===== src/rtl/sram_mem_ctrl_pkg.sv =====
// Shared definitions for the SRAM controller and the CPU control path: bus widths,
// default SRAM timing and the controller state encoding.
package sram_mem_ctrl_pkg;

  localparam int CPU_W        = 16;
  localparam int ADDR_W_DEF   = 18;
  localparam int RD_WAIT_DEF  = 1;
  localparam int WR_SETUP_DEF = 1;
  localparam int WR_PULSE_DEF = 1;
  localparam int WR_HOLD_DEF  = 1;

  typedef enum logic [2:0] {
    ST_IDLE,
    ST_RD,
    ST_WR_SU,
    ST_WR_PL,
    ST_WR_HD,
    ST_DONE
  } state_t;

  typedef enum logic {
    PORT_IF = 1'b0,
    PORT_D  = 1'b1
  } port_t;

  // Phase counter load value: a phase of n cycles ends when the counter reads zero.
  function automatic logic [3:0] phase_cnt(input int cycles);
    return 4'(cycles - 1);
  endfunction

endpackage


===== src/rtl/sram_mem_ctrl_if.sv =====
// CPU request ports (fetch + data) and external async SRAM pins of the memory controller.
interface sram_mem_ctrl_if
  import sram_mem_ctrl_pkg::*;
#(
  parameter int ADDR_W = ADDR_W_DEF
);

  logic             if_req;
  logic [CPU_W-1:0] if_addr;
  logic             if_ready;
  logic [CPU_W-1:0] if_rdata;

  logic             d_req;
  logic             d_we;
  logic [CPU_W-1:0] d_addr;
  logic [CPU_W-1:0] d_wdata;
  logic             d_ready;
  logic [CPU_W-1:0] d_rdata;

  logic [ADDR_W-1:0] sram_addr;
  logic [15:0]       sram_dq_in;
  logic [15:0]       sram_dq_out;
  logic              sram_dq_oe;
  logic              sram_ce_n;
  logic              sram_oe_n;
  logic              sram_we_n;
  logic              sram_ub_n;
  logic              sram_lb_n;

  modport slave (
    input  if_req, if_addr, d_req, d_we, d_addr, d_wdata, sram_dq_in,
    output if_ready, if_rdata, d_ready, d_rdata,
    output sram_addr, sram_dq_out, sram_dq_oe,
    output sram_ce_n, sram_oe_n, sram_we_n, sram_ub_n, sram_lb_n
  );

  modport master (
    output if_req, if_addr, d_req, d_we, d_addr, d_wdata, sram_dq_in,
    input  if_ready, if_rdata, d_ready, d_rdata,
    input  sram_addr, sram_dq_out, sram_dq_oe,
    input  sram_ce_n, sram_oe_n, sram_we_n, sram_ub_n, sram_lb_n
  );

endinterface


===== src/rtl/sram_mem_ctrl.sv =====
// Async SRAM controller: arbitrates fetch vs data requests and sequences CE/OE/WE
// with programmable read wait and write setup/pulse/hold phases.
module sram_mem_ctrl
  import sram_mem_ctrl_pkg::*;
#(
  parameter int ADDR_W   = ADDR_W_DEF,
  parameter int RD_WAIT  = RD_WAIT_DEF,
  parameter int WR_SETUP = WR_SETUP_DEF,
  parameter int WR_PULSE = WR_PULSE_DEF,
  parameter int WR_HOLD  = WR_HOLD_DEF
) (
  input  logic           clk,
  input  logic           reset,
  sram_mem_ctrl_if.slave bus
);

  state_t            state_reg, state_next;
  logic [3:0]        cnt_reg, cnt_next;
  port_t             port_reg;
  logic [ADDR_W-1:0] addr_reg;
  logic [15:0]       wdata_reg;
  logic [15:0]       if_rdata_reg;
  logic [15:0]       d_rdata_reg;

  logic accept;
  logic rd_last;

  assign accept  = (state_reg == ST_IDLE) && (bus.d_req || bus.if_req);
  assign rd_last = (state_reg == ST_RD) && (cnt_reg == 4'd0);

  always_comb begin
    state_next = state_reg;
    cnt_next   = cnt_reg;
    case (state_reg)
      ST_IDLE: begin
        // Data port wins a tie; a losing fetch simply stays pending for the next IDLE.
        if (bus.d_req && bus.d_we) begin
          if (WR_SETUP > 0) begin
            state_next = ST_WR_SU;
            cnt_next   = phase_cnt(WR_SETUP);
          end else begin
            state_next = ST_WR_PL;
            cnt_next   = phase_cnt(WR_PULSE);
          end
        end else if (bus.d_req || bus.if_req) begin
          state_next = ST_RD;
          cnt_next   = phase_cnt(RD_WAIT + 1);
        end
      end
      ST_RD: begin
        if (cnt_reg == 4'd0) state_next = ST_DONE;
        else                 cnt_next   = cnt_reg - 4'd1;
      end
      ST_WR_SU: begin
        if (cnt_reg == 4'd0) begin
          state_next = ST_WR_PL;
          cnt_next   = phase_cnt(WR_PULSE);
        end else begin
          cnt_next = cnt_reg - 4'd1;
        end
      end
      ST_WR_PL: begin
        if (cnt_reg == 4'd0) begin
          if (WR_HOLD > 0) begin
            state_next = ST_WR_HD;
            cnt_next   = phase_cnt(WR_HOLD);
          end else begin
            state_next = ST_DONE;
          end
        end else begin
          cnt_next = cnt_reg - 4'd1;
        end
      end
      ST_WR_HD: begin
        if (cnt_reg == 4'd0) state_next = ST_DONE;
        else                 cnt_next   = cnt_reg - 4'd1;
      end
      ST_DONE: state_next = ST_IDLE;
      default: state_next = ST_IDLE;
    endcase
  end

  always_ff @(posedge clk or negedge reset) begin
    if (!reset) begin
      state_reg    <= ST_IDLE;
      cnt_reg      <= 4'd0;
      port_reg     <= PORT_IF;
      addr_reg     <= '0;
      wdata_reg    <= '0;
      if_rdata_reg <= '0;
      d_rdata_reg  <= '0;
    end else begin
      state_reg <= state_next;
      cnt_reg   <= cnt_next;
      // Address and store data are captured once so they stay stable for the whole access.
      if (accept) begin
        port_reg <= bus.d_req ? PORT_D : PORT_IF;
        addr_reg <= {{(ADDR_W-CPU_W){1'b0}}, (bus.d_req ? bus.d_addr : bus.if_addr)};
        if (bus.d_req && bus.d_we) wdata_reg <= bus.d_wdata;
      end
      if (rd_last) begin
        if (port_reg == PORT_D) d_rdata_reg  <= bus.sram_dq_in;
        else                    if_rdata_reg <= bus.sram_dq_in;
      end
    end
  end

  // Strobes are decoded from state only, so a reset releases the bus immediately.
  always_comb begin
    bus.sram_ce_n  = 1'b1;
    bus.sram_oe_n  = 1'b1;
    bus.sram_we_n  = 1'b1;
    bus.sram_dq_oe = 1'b0;
    bus.if_ready   = 1'b0;
    bus.d_ready    = 1'b0;
    case (state_reg)
      ST_RD: begin
        bus.sram_ce_n = 1'b0;
        bus.sram_oe_n = 1'b0;
      end
      ST_WR_SU, ST_WR_HD: begin
        bus.sram_ce_n  = 1'b0;
        bus.sram_dq_oe = 1'b1;
      end
      ST_WR_PL: begin
        bus.sram_ce_n  = 1'b0;
        bus.sram_dq_oe = 1'b1;
        bus.sram_we_n  = 1'b0;
      end
      ST_DONE: begin
        bus.if_ready = (port_reg == PORT_IF);
        bus.d_ready  = (port_reg == PORT_D);
      end
      default: ;
    endcase
  end

  assign bus.sram_ub_n   = bus.sram_ce_n;
  assign bus.sram_lb_n   = bus.sram_ce_n;
  assign bus.sram_addr   = addr_reg;
  assign bus.sram_dq_out = wdata_reg;
  assign bus.if_rdata    = if_rdata_reg;
  assign bus.d_rdata     = d_rdata_reg;

endmodule


===== src/flat_wrapper.sv =====
// flat-port wrapper written by rule: the top's interface ports become plain ports
module sram_mem_ctrl_flat import sram_mem_ctrl_pkg::*;
#(
  parameter int ADDR_W   = ADDR_W_DEF,
  parameter int RD_WAIT  = RD_WAIT_DEF,
  parameter int WR_SETUP = WR_SETUP_DEF,
  parameter int WR_PULSE = WR_PULSE_DEF,
  parameter int WR_HOLD  = WR_HOLD_DEF
)
  (clk, reset, bus_if_req, bus_if_addr, bus_d_req, bus_d_we, bus_d_addr, bus_d_wdata, bus_sram_dq_in, bus_if_ready, bus_if_rdata, bus_d_ready, bus_d_rdata, bus_sram_addr, bus_sram_dq_out, bus_sram_dq_oe, bus_sram_ce_n, bus_sram_oe_n, bus_sram_we_n, bus_sram_ub_n, bus_sram_lb_n);
  sram_mem_ctrl_if #(.ADDR_W(ADDR_W)) bus_i ();
  input  logic clk;
  input  logic reset;
  input wire logic [$bits(bus_i.if_req)-1:0] bus_if_req;
  input wire logic [$bits(bus_i.if_addr)-1:0] bus_if_addr;
  input wire logic [$bits(bus_i.d_req)-1:0] bus_d_req;
  input wire logic [$bits(bus_i.d_we)-1:0] bus_d_we;
  input wire logic [$bits(bus_i.d_addr)-1:0] bus_d_addr;
  input wire logic [$bits(bus_i.d_wdata)-1:0] bus_d_wdata;
  input wire logic [$bits(bus_i.sram_dq_in)-1:0] bus_sram_dq_in;
  output wire logic [$bits(bus_i.if_ready)-1:0] bus_if_ready;
  output wire logic [$bits(bus_i.if_rdata)-1:0] bus_if_rdata;
  output wire logic [$bits(bus_i.d_ready)-1:0] bus_d_ready;
  output wire logic [$bits(bus_i.d_rdata)-1:0] bus_d_rdata;
  output wire logic [$bits(bus_i.sram_addr)-1:0] bus_sram_addr;
  output wire logic [$bits(bus_i.sram_dq_out)-1:0] bus_sram_dq_out;
  output wire logic [$bits(bus_i.sram_dq_oe)-1:0] bus_sram_dq_oe;
  output wire logic [$bits(bus_i.sram_ce_n)-1:0] bus_sram_ce_n;
  output wire logic [$bits(bus_i.sram_oe_n)-1:0] bus_sram_oe_n;
  output wire logic [$bits(bus_i.sram_we_n)-1:0] bus_sram_we_n;
  output wire logic [$bits(bus_i.sram_ub_n)-1:0] bus_sram_ub_n;
  output wire logic [$bits(bus_i.sram_lb_n)-1:0] bus_sram_lb_n;
  assign bus_i.if_req = bus_if_req;
  assign bus_i.if_addr = bus_if_addr;
  assign bus_i.d_req = bus_d_req;
  assign bus_i.d_we = bus_d_we;
  assign bus_i.d_addr = bus_d_addr;
  assign bus_i.d_wdata = bus_d_wdata;
  assign bus_i.sram_dq_in = bus_sram_dq_in;
  assign bus_if_ready = bus_i.if_ready;
  assign bus_if_rdata = bus_i.if_rdata;
  assign bus_d_ready = bus_i.d_ready;
  assign bus_d_rdata = bus_i.d_rdata;
  assign bus_sram_addr = bus_i.sram_addr;
  assign bus_sram_dq_out = bus_i.sram_dq_out;
  assign bus_sram_dq_oe = bus_i.sram_dq_oe;
  assign bus_sram_ce_n = bus_i.sram_ce_n;
  assign bus_sram_oe_n = bus_i.sram_oe_n;
  assign bus_sram_we_n = bus_i.sram_we_n;
  assign bus_sram_ub_n = bus_i.sram_ub_n;
  assign bus_sram_lb_n = bus_i.sram_lb_n;
  sram_mem_ctrl #(.ADDR_W(ADDR_W), .RD_WAIT(RD_WAIT), .WR_SETUP(WR_SETUP), .WR_PULSE(WR_PULSE), .WR_HOLD(WR_HOLD)) u_core (.clk(clk), .reset(reset), .bus(bus_i));
endmodule

===== config.mk =====
export PLATFORM = sky130hd
export DESIGN_NAME = sram_mem_ctrl_flat
export DESIGN_NICKNAME = d
export VERILOG_FILES = /design/src/rtl/sram_mem_ctrl_pkg.sv /design/src/rtl/sram_mem_ctrl_if.sv /design/src/rtl/sram_mem_ctrl.sv /design/src/flat_wrapper.sv
export SDC_FILE = /design/constraint.sdc
export NUM_CORES = 1
export LEC_CHECK = 0
export CAP_MARGIN = 20
export CORE_ASPECT_RATIO = 1.1
export CORE_MARGIN = 5
export CORE_UTILIZATION = 40
export DETAILED_ROUTE_END_ITERATION = 10
export GPL_TIMING_DRIVEN = 0
export PLACE_DENSITY = 0.78
export SLEW_MARGIN = 40
export SYNTH_ARGS = -nofsm -noshare
export SYNTH_HDL_FRONTEND = slang
export SYNTH_SLANG_ARGS = --single-unit

===== constraint.sdc =====
create_clock -name clk -period 2.71 [get_ports clk]
set_clock_uncertainty 0.1 [all_clocks]
set_input_delay 0.542 -clock clk [delete_from_list [all_inputs] [get_ports clk]]
set_output_delay 0.542 -clock clk [all_outputs]
set_load 0.02 [all_outputs]

==> run summary <==
The cell area after technology mapping came out at 3110 sq um. The area share of the largest cell type after synthesis is 0.580. The worst setup path is captured at an output port. The number of filler instances in the final layout came out at 638. For this run the aggregate overflow at the end of global routing stands at 0. The post-placement setup slack is 0.0538 ns.

The estimated wirelength of the detail-placed design is 5.90 mm. The fraction of final layout cells sized beyond drive strength 1 came out at 0.208. The initial antenna violation count came out at 0. Of all cell types, the one taking the most synthesized area is dfrtp_1. The sequential cells in the finished layout cover a total of 1800 sq um. The maximum fanout along the worst path came out at 10. The count of buffers added on input and output ports is 140. The max-capacitance violation count is 0. The number of nets with antenna violations after routing is 0. The share of the yosys chip area belonging to registers came out at 0.580. Entering global routing, the biggest net connects 61 pins. Yosys attributes the largest share of cell area to dfrtp_1, mux2_2, mux2i_1, o21ai_0, nand2_1. The combined global-route utilization of all metal layers is 0.161. The clock-pin slew on the worst setup and hold paths came out at 0.08 ns. The number of flops mapped to enable cells by yosys is 0.

The core occupancy in the finished layout is 0.654. The post-synthesis async set-or-reset flop share is 1.00. The start-to-end type of the worst setup path is flop to output port.

No sink is reached through more buffers than the 2 on the longest clock path. The met3 usage in global routing is 0.0442. The met1 routing resource usage after global routing is 0.184.

The endpoint identified for the worst register-to-register timing path is u_core.bus.if_rdata[8]$_DFFE_PN0P_. The synthesis-stage register bit count came out at 72. STA puts the critical path data arrival time at 1.95 ns. The floorplan has 33 rows. The power density over the cells came out at 1190 nW/um^2.

The most used flip-flop cell after synthesis is dfrtp_1. For this design the top-level I/O count stands at 143. The antenna diode instance count came out at 0. Setup repair after global routing left no endpoint under its margin. The number of clock buffers inserted by TritonCTS is 9.

TritonCTS built the clock tree. The height of the die came out at 102 um. The area of the die came out at 9630 sq um. The relative contribution of the clock network to total power came out at 0.157. The most used routing layer in global routing is met2. The switching power as a share of total power came out at 0.368. After layout, the worst setup slack is 0.122 ns. The area occupied by multi-input gates came out at 1210 sq um. The via count of the routed design is 2,443.

The number of warnings printed during yosys synthesis is 0. The depth of the worst register-to-register path is 7. The final weighted congestion in routability-driven placement came out at 0.753. The critical hold path startpoint is u_core.bus.sram_addr[13]$_DFFE_PN0N_.

The H-tree level count came out at 3. In the layout the commonest cells are clkdlybuf4s50_1, dfrtp_1, mux2_2. The leakage power came out at 2.15 nW. The number of endpoints with negative hold slack in the final report came out at 0. After detailed routing, the number of remaining DRC violations is 0. The number of global-route vias before repair came out at 2,542. The data required time of the critical path is 2.07 ns. The overall die width is 94.0 um.

The share of total power dissipated in combinational logic is 0.519. Timing would allow up to 0.386 GHz. Clock tree synthesis selected as its root buffer the cell clkbuf_8. After detailed routing, the average wire length per cell comes to 15.3 um.

Headroom to the max-slew limit came out at 0.549. After the first detailed-routing iteration, the DRC count stood at 33. The routing usage on met2 came out at 0.295. The total net switching power came out at 2.16 mW. The post-layout net count is 466. The transition time of the tightest slew-check pin came out at 0.676 ns. Dividing the detail-routed via count by the number of cells gives 4.84.

The length of the first detailed-routing pass in iterations came out at 4. The register-to-register setup slack is 0.33 ns. The number of pins with negative max-slew slack in the final report was 0. The average cell area after synthesis is 12.8 sq um. The worst hold path was traced through 2 stages. Of the total power, registers draw 0.323. The worst path in the final design needs a cycle of 2.59 ns, including I/O delays and setup. The maximum ir drop on the vdd rail is 0.000492 V. The ratio of final minimum period to clock period is 0.955. In this run the critical register-to-register path is launched from u_core.cnt_reg[0]$_DFFE_PN0P_. The element type at the critical path start is a flop. The total length of routed wires is 7.75 mm.

The total of endpoints with negative setup slack in the final report came out at 0. The core area came out at 7510 sq um. Counting every sink on the clock net gives 72. For this configuration, the core starts out at a cell density of 0.414. The clock reaches the later pin of the worst-skew pair after 0.33 ns. The first-pass GRT wire length came out at 12.2 mm.

The run finished with clean final reports. The worst hold path terminates at u_core.bus.sram_addr[13]$_DFFE_PN0N_. The internal portion of the total power is 3.71 mW. The post-route setup TNS is 0 ns. The count of mapped cells out of synthesis is 242. The area growth from synthesis to layout is 58.1%. The worst hold path belongs to the class flop to flop. The library cell used most frequently in the layout, excluding fill and tap cells, is clkdlybuf4s50_1. The number of library cell types mapped by synthesis came out at 44.
==> cell type report <==
class	count	area share
Timing Repair Buffer	142	0.294
Clock inverter	5	0.0166
Multi-Input combinational cell	153	0.247
Clock buffer	10	0.0280
Sequential cell	72	0.367
Tap cell	105	0.0267
Inverter	2	0.00153
Buffer	16	0.0201
==> kinds of logic (layout without fill, tap and decap cells) <==
family / Yosys count / count (layout) / share of synthesized area
xor+xnor: 1 / 1 / 0.00282
compound gates: 37 / 37 / 0.0733
buf+inv: 18 / 175 / 0.0334
mux: 64 / 64 / 0.225
other cells: 1 / 2 / 0.00121
simple gates: 48 / 48 / 0.0801
fa+ha+maj: 1 / 1 / 0.00403
flops: 72 / 72 / 0.580
==> per-stage QoR <==
step           area [sq um]  instances  hold WS [ns]  total power [mW]
6_report               4910        505         0.382              5.87
5_1_grt                4910        505         0.420              6.22
4_1_cts                4910        505         0.388              5.94
3_5_place_dp           4670        489         0.272              5.01
3_3_place_gp           4640        488         0.363              4.92
2_1_floorplan          3110        243         0.146              3.53
==> worst max-delay path: stages, from the launching register on <==
cell and delay [ns]:
dfrtp_1 0.44, buf_2 0.23, nor2b_1 0.17, and3_1 0.17, clkdlybuf4s50_1 0.60
==> synth_stat cells (3+ instances only) <==
| cell type | count |
|---|---|
| o22ai_1 | 3 |
| mux2_2 | 47 |
| nor2_1 | 4 |
| a21oi_1 | 3 |
| o21ai_0 | 19 |
| nand3b_1 | 3 |
| mux2i_1 | 16 |
| nand2_1 | 24 |
| buf_4 | 5 |
| clkbuf_1 | 6 |
| dfrtp_1 | 72 |
==> layer usage <==
metal / vias to the layer above / wire length (um)
met1: 1189 / 3050
met5: - / 0
met2: 93 / 4060
met4: 0 / 63
met3: 9 / 575
li1: 1152 / -
==> power by group through the flow <==
stage                     sequential [mW]  combinational, mW  clock (mW)
after global placement               1.90               3.02           0
after detailed placement             1.92               3.08           0
after CTS                            1.90               3.09       0.948
after global routing                 1.98               3.25       0.992
final                                1.90               3.05       0.923
after floorplan                      2.47               1.06           0
==> worst max-delay path by stage <==
| stage | from | endpoint | slack [ns] |
|---|---|---|---|
| detailed placement | bus_d_req | u_core.bus.sram_dq_out[12]$_DFFE_PN0P_ | 0.05 |
| global placement | reset | u_core.bus.if_rdata[5]$_DFFE_PN0P_ | -1.41 |
| CTS | u_core.state_reg[0]$_DFFE_PN0P_ | bus_sram_ce_n | 0.05 |
| global route | u_core.state_reg[0]$_DFFE_PN0P_ | bus_d_ready | 0.004 |
| floorplan | u_core.cnt_reg[0]$_DFFE_PN0P_ | u_core.bus.if_rdata[10]$_DFFE_PN0P_ | 0.60 |
| finish | u_core.state_reg[0]$_DFFE_PN0P_ | bus_d_ready | 0.12 |
==> what timing repair did <==
item | 4_1_cts | 5_1_grt
resized for setup | 7 | 3
hold endpoints to repair | 12 | 0
gates cloned | 0 | 0
pin swaps | 0 | 0
buffers inserted | 0 | 0
endpoints found under the setup margin | 5 | 3
hold buffers | 1 | 0
Power figures use the tool's default switching activity.
